===== src/rtl/pipeline_pkg.sv =====
// rtl/pipeline_pkg.sv - shared pipeline types: hazard FSM states, register address width, opcodes
package pipeline_pkg;

   localparam int REG_ADDR_W = 5;

   localparam logic [6:0] OP_RTYPE  = 7'b0110011;
   localparam logic [6:0] OP_LOAD   = 7'b0000011;
   localparam logic [6:0] OP_STORE  = 7'b0100011;
   localparam logic [6:0] OP_BRANCH = 7'b1100011;

   typedef enum logic [1:0] {
      RUN      = 2'd0,
      MEM_WAIT = 2'd1,
      HALT     = 2'd2
   } hz_state_e;

endpackage


===== src/rtl/sat_counter.sv =====
// rtl/sat_counter.sv - saturating up-counter with synchronous active-high reset
module sat_counter #(
   parameter int W = 32
) (
   input  logic         clk,
   input  logic         reset,
   input  logic         inc,
   output logic [W-1:0] count
);

   logic [W-1:0] count_q, count_d;

   always_comb begin
      count_d = count_q;
      if (inc && !(&count_q)) begin
         count_d = count_q + W'(1);
      end
   end

   always_ff @(posedge clk) begin
      if (reset) begin
         count_q <= '0;
      end else begin
         count_q <= count_d;
      end
   end

   assign count = count_q;

endmodule


===== src/rtl/hazard_ctrl.sv =====
// rtl/hazard_ctrl.sv - load-use stall, branch squash and memory freeze/timeout sequencing
// Performance counters are built only when HAZARD_CTRL_PERF_EN is defined.
module hazard_ctrl
   import pipeline_pkg::*;
#(
   parameter int MEM_TIMEOUT = 16,
   parameter int CNT_W       = 32
) (
   input  logic                  clk,
   input  logic                  reset,
   input  logic [REG_ADDR_W-1:0] id_rs1,
   input  logic [REG_ADDR_W-1:0] id_rs2,
   input  logic                  id_uses_rs1,
   input  logic                  id_uses_rs2,
   input  logic [REG_ADDR_W-1:0] ex_rd,
   input  logic                  ex_memread,
   input  logic                  ex_branch_taken,
   input  logic                  mem_req,
   input  logic                  mem_ready,
   output logic                  pc_write,
   output logic                  ifid_write,
   output logic                  idex_write,
   output logic                  exmem_write,
   output logic                  memwb_write,
   output logic                  ifid_flush,
   output logic                  idex_flush,
   output logic                  mem_timeout,
   output logic [CNT_W-1:0]      stall_cnt,
   output logic [CNT_W-1:0]      flush_cnt,
   output logic [CNT_W-1:0]      freeze_cnt
);

   localparam int WCW = $clog2(MEM_TIMEOUT);
   localparam logic [WCW-1:0] WAIT_LAST = WCW'(MEM_TIMEOUT - 1);

   hz_state_e      state_q, state_d;
   logic [WCW-1:0] wait_cnt_q, wait_cnt_d;
   logic           mem_timeout_q, mem_timeout_d;
   logic           load_use, mem_busy, frozen, rules_active;

   assign load_use = ex_memread & (ex_rd != '0) &
                     ((id_uses_rs1 & (id_rs1 == ex_rd)) | (id_uses_rs2 & (id_rs2 == ex_rd)));
   assign mem_busy = mem_req & ~mem_ready;

   // Inside MEM_WAIT only the acknowledge matters; mem_req is ignored there.
   assign frozen       = ~reset & (((state_q == RUN) & mem_busy) |
                                   ((state_q == MEM_WAIT) & ~mem_ready));
   assign rules_active = ~reset & (((state_q == RUN) & ~mem_busy) |
                                   ((state_q == MEM_WAIT) & mem_ready));

   always_comb begin
      state_d       = state_q;
      wait_cnt_d    = wait_cnt_q;
      mem_timeout_d = mem_timeout_q;
      pc_write      = 1'b0;
      ifid_write    = 1'b0;
      idex_write    = 1'b0;
      exmem_write   = 1'b0;
      memwb_write   = 1'b0;
      ifid_flush    = 1'b0;
      idex_flush    = 1'b0;
      if (reset) begin
         ifid_flush = 1'b1;
         idex_flush = 1'b1;
      end else if (rules_active) begin
         state_d     = RUN;
         wait_cnt_d  = '0;
         pc_write    = 1'b1;
         ifid_write  = 1'b1;
         idex_write  = 1'b1;
         exmem_write = 1'b1;
         memwb_write = 1'b1;
         if (ex_branch_taken) begin
            ifid_flush = 1'b1;
            idex_flush = 1'b1;
         end else if (load_use) begin
            pc_write   = 1'b0;
            ifid_write = 1'b0;
            idex_flush = 1'b1;
         end
      end else if (frozen) begin
         if (state_q == RUN) begin
            state_d    = MEM_WAIT;
            wait_cnt_d = WCW'(1);
         end else if (wait_cnt_q == WAIT_LAST) begin
            state_d       = HALT;
            mem_timeout_d = 1'b1;
         end else begin
            wait_cnt_d = wait_cnt_q + WCW'(1);
         end
      end
   end

   always_ff @(posedge clk) begin
      if (reset) begin
         state_q       <= RUN;
         wait_cnt_q    <= '0;
         mem_timeout_q <= 1'b0;
      end else begin
         state_q       <= state_d;
         wait_cnt_q    <= wait_cnt_d;
         mem_timeout_q <= mem_timeout_d;
      end
   end

   assign mem_timeout = mem_timeout_q;

`ifdef HAZARD_CTRL_PERF_EN
   logic stall_inc, flush_inc;

   assign flush_inc = rules_active & ex_branch_taken;
   assign stall_inc = rules_active & ~ex_branch_taken & load_use;

   sat_counter #(.W(CNT_W)) u_stall_cnt (
      .clk  (clk),
      .reset(reset),
      .inc  (stall_inc),
      .count(stall_cnt)
   );

   sat_counter #(.W(CNT_W)) u_flush_cnt (
      .clk  (clk),
      .reset(reset),
      .inc  (flush_inc),
      .count(flush_cnt)
   );

   sat_counter #(.W(CNT_W)) u_freeze_cnt (
      .clk  (clk),
      .reset(reset),
      .inc  (frozen),
      .count(freeze_cnt)
   );
`else
   assign stall_cnt  = '0;
   assign flush_cnt  = '0;
   assign freeze_cnt = '0;
`endif

endmodule

===== config.mk =====
export PLATFORM = sky130hd
export DESIGN_NAME = hazard_ctrl
export DESIGN_NICKNAME = d
export VERILOG_FILES = /design/src/rtl/pipeline_pkg.sv /design/src/rtl/sat_counter.sv /design/src/rtl/hazard_ctrl.sv
export SDC_FILE = /design/constraint.sdc
export NUM_CORES = 1
export LEC_CHECK = 0
export CELL_PAD_IN_SITES_DETAIL_PLACEMENT = 0
export CELL_PAD_IN_SITES_GLOBAL_PLACEMENT = 1
export CORE_UTILIZATION = 19
export CTS_CLUSTER_SIZE = 8
export DETAILED_ROUTE_END_ITERATION = 8
export PLACE_DENSITY_LB_ADDON = 0.15
export SETUP_SLACK_MARGIN = 0.5
export SLEW_MARGIN = 20
export SYNTH_ARGS = -nofsm -noshare
export SYNTH_HDL_FRONTEND = slang
export SYNTH_HIERARCHICAL = 1
export SYNTH_SLANG_ARGS = --single-unit

===== constraint.sdc =====
create_clock -name clk -period 2.05 [get_ports clk]
set_clock_uncertainty 0.1 [all_clocks]
set_input_delay 0.41 -clock clk [delete_from_list [all_inputs] [get_ports clk]]
set_output_delay 0.41 -clock clk [all_outputs]
set_load 0.02 [all_outputs]

==> results.py <==
metrics = {
    "run_status": {
        "status": "finished with violations",
        "violations": "negative setup slack",
    },
    "timing": {
        "rsz0062_at_grt": "true",
        "fin_setup_tns_ps": -33.7,
        "setup_ws_ps": -17.0,
        "drv_slew": 0,
        "min_period_ps": 2070,
        "final-hold-violation-count": 0,
        "final.period_utilization": 1.01,
        "fmax_ghz": 0.484,
        "setup_violations": 2,
    },
    "placement": {
        "placed_area_um2": 1380,
        "hpwl_um": 1810,
        "gp_congestion": 0.692,
        "dp_cells": 279,
        "preCtsSetupSlack_ps": -917,
        "portBuffers": 30,
    },
    "grt": {
        "overflow": 0,
        "antenna_found_initial": 0,
        "busiest_layer": "met2",
        "grt_first_pass_wirelength_um": 3120,
        "gr-usage-met1": 0.0548,
        "grt_use_total": 0.0538,
        "first_global_vias": 749,
        "grt_start_max_net_pins": 8,
        "met2_usage": 0.104,
        "use_met3": 0.0239,
    },
    "critical_path": {
        "arrival_ps": 1560,
        "r2r-end": "wait_cnt_q[3]$_SDFFE_PP0P_",
        "critPathMostFrequentCell": "buf_6",
        "max_stage_delay_ps": 310,
        "crit_end": "pc_write",
        "reg2reg_from": "state_q[0]$_SDFFE_PP0P_",
        "critPathMaxFanout": 2,
        "critPathKind": "primary input to output port",
        "crit_start": "id_rs1[3]",
        "cp_slowest_cell": "nor4_2",
        "path_cells": "buf_6 > xor2_1 > nor4_2 > a32oi_2 > o31a_1 > buf_6",
        "cp-start-kind": "primary input",
        "crit_path_end_kind": "output port",
        "reg2reg_setup_slack_ps": 600,
        "critPathRequiredTime_ps": 1540,
        "r2r_cells": 5,
    },
    "job": {
        "cap_violations": 0,
    },
    "pwr": {
        "p_switching_w": 0.000283,
        "seqPwrFrac": 0.215,
        "switching_share": 0.448,
        "power_leakage_nw": 0.743,
        "power_frac_clock": 0.309,
        "ir_drop_v": 0.000297,
        "combPwrFrac": 0.476,
        "pwr_density_cell_nw_per_um2": 415,
        "p_int_w": 0.000349,
    },
    "clocking": {
        "cts-root-buf": "clkbuf_8",
        "cts_tree": "built",
        "clk_latency_ps": 230,
        "clock_sinks": 7,
        "cts_made_buffers": 3,
        "post_cts_buffers": 0,
        "clockBufferDepth": 2,
        "clk_pin_slew_ps": 50,
        "htree_levels": 1,
    },
    "layout": {
        "final_cell_area_um2": 1520,
        "final_common_cell": "conb_1",
        "drive_gt1_frac": 0.286,
        "final_cell_mix": "conb_1, buf_6, buf_4",
        "final_util": 0.240,
        "fin_nets": 231,
        "diodes": 0,
        "final_cell_count_no_fill": 283,
        "fillers": 719,
        "area_delta_synth_final_pct": 21.1,
    },
    "synth": {
        "ys_top_cells_by_area": "buf_4, dfxtp_1, xor2_1",
        "synth_xor_area_frac": 0.0697,
        "synth_ff_type": "dfxtp_1",
        "synth_cell_type_count": 27,
        "synthMuxAreaShare": 0.00797,
        "synth_cells": 164,
        "synth_top_cell_area_share": 0.592,
        "ys_ff_latch": 7,
        "synth.avg_cell_area_um2": 7.66,
        "synthSimpleGateAreaFrac": 0.106,
        "yosysSeqAreaShare": 0.112,
        "synth_edf_count": 0,
        "async_flop_share": 0,
        "synth_compound_area_frac": 0.0876,
        "ys_warn_count": 6,
        "synthAdderAreaFrac": 0.00996,
        "synth_top_family_by_area": "buffers and inverters",
        "syn_area_um2": 1260,
        "synth_top_cell_by_area": "buf_4",
    },
    "floorplanning": {
        "die_h_um": 83.3,
        "core_um2": 6350,
        "fp.dieW_um": 83.3,
        "rows": 29,
        "io_pins": 127,
        "die_area_um2": 6940,
        "initial_core_util": 0.198,
    },
    "worst_hold_path": {
        "hp-class": "flip-flop to flip-flop",
    },
    "drt": {
        "vias": 884,
        "firstDrtPassIters": 4,
        "wl_per_cell_um": 7.40,
        "drtIter0Drc": 6,
        "viasPerCell": 3.12,
        "ant_nets": 0,
        "drc": 0,
        "wl_um": 2100,
    },
}
==> area by class of cell <==
type	count	area, um^2	share of cell area
multi-input cells	149	845	0.555
repair buffers	43	374	0.246
flip-flops and latches	7	149	0.0979
well taps	77	96.3	0.0633
clock buffers	3	41.3	0.0271
inverters	3	11.3	0.00740
clock inverters	1	5.00	0.00329
==> metrics by stage <==
step / hold slack [ps] / power [W]
finish: 357 / 0.000632
global route: 391 / 0.000664
CTS: 367 / 0.000638
detailed placement: 361 / 0.000430
global placement: 360 / 0.000433
floorplan: 354 / 0.000490
==> worst min path at each step <==
stage | startpoint | end | slack, ps | cells after the start
finish | mem_timeout$_SDFFE_PP0P_ | mem_timeout$_SDFFE_PP0P_ | 360 | 2
global route | mem_timeout$_SDFFE_PP0P_ | mem_timeout$_SDFFE_PP0P_ | 390 | 2
detailed placement | mem_timeout$_SDFFE_PP0P_ | mem_timeout$_SDFFE_PP0P_ | 360 | 2
global placement | mem_timeout$_SDFFE_PP0P_ | mem_timeout$_SDFFE_PP0P_ | 360 | 2
floorplan | wait_cnt_q[1]$_SDFFE_PP0P_ | wait_cnt_q[1]$_SDFFE_PP0P_ | 350 | 2
CTS | mem_timeout$_SDFFE_PP0P_ | mem_timeout$_SDFFE_PP0P_ | 370 | 2
==> state kept, by name, summed over array words and instances, names as in the netlist <==
signal and count:
mem_timeout 1, wait_cnt_q 4, state_q 2
==> worst max-delay path: cells and delay by family <==
family	cells	cell delay, ps
compound gates	2	450
simple gates	1	310
buf+inv	2	230
xor+xnor	1	150
==> layer usage <==
metal	share of wire	vias to the layer above	wire, um
li1	-	425	-
met3	0.13	0	262
met5	0	-	0
met4	0	0	0
met1	0.35	392	733
met2	0.52	67	1100
==> cells by family after synthesis <==
family	after synthesis
AO/OA/AOI/OAI	16
XOR/XNOR	10
adder cells (fa/ha/maj)	1
buffers and inverters	103
flip-flops	7
multiplexers	1
other	1
AND/OR/NAND/NOR	25
==> power by group through the flow <==
stage / Sequential (W) / Clock (W) / Combinational, W
2_1_floorplan: 0.000140 / 0 / 0.000350
3_3_place_gp: 0.000140 / 0 / 0.000293
3_5_place_dp: 0.000140 / 0 / 0.000290
4_1_cts: 0.000138 / 0.000203 / 0.000297
5_1_grt: 0.000136 / 0.000208 / 0.000321
6_report: 0.000136 / 0.000195 / 0.000301
==> cell usage after synthesis (all sizes together) (2+ instances only) <==
library cell	number
inv	3
or4	2
a2111oi	2
a21oi	5
nand3	4
xor2	8
nor3	2
nor2	9
nor4	3
o31ai	2
o21ai	2
o21bai	2
buf	100
dfxtp	7
nand2	2
xnor2	2
==> repair_timing <==
action | in CTS | in global routing
pin swaps | 19 | 4
gates resized for setup | 129 | 11
gates cloned | 0 | 0
hold buffers | 0 | 0
hold endpoints to repair | 0 | 0
setup endpoints to repair | 15 | 11
No activity file was read; power rests on OpenSTA's default activity.
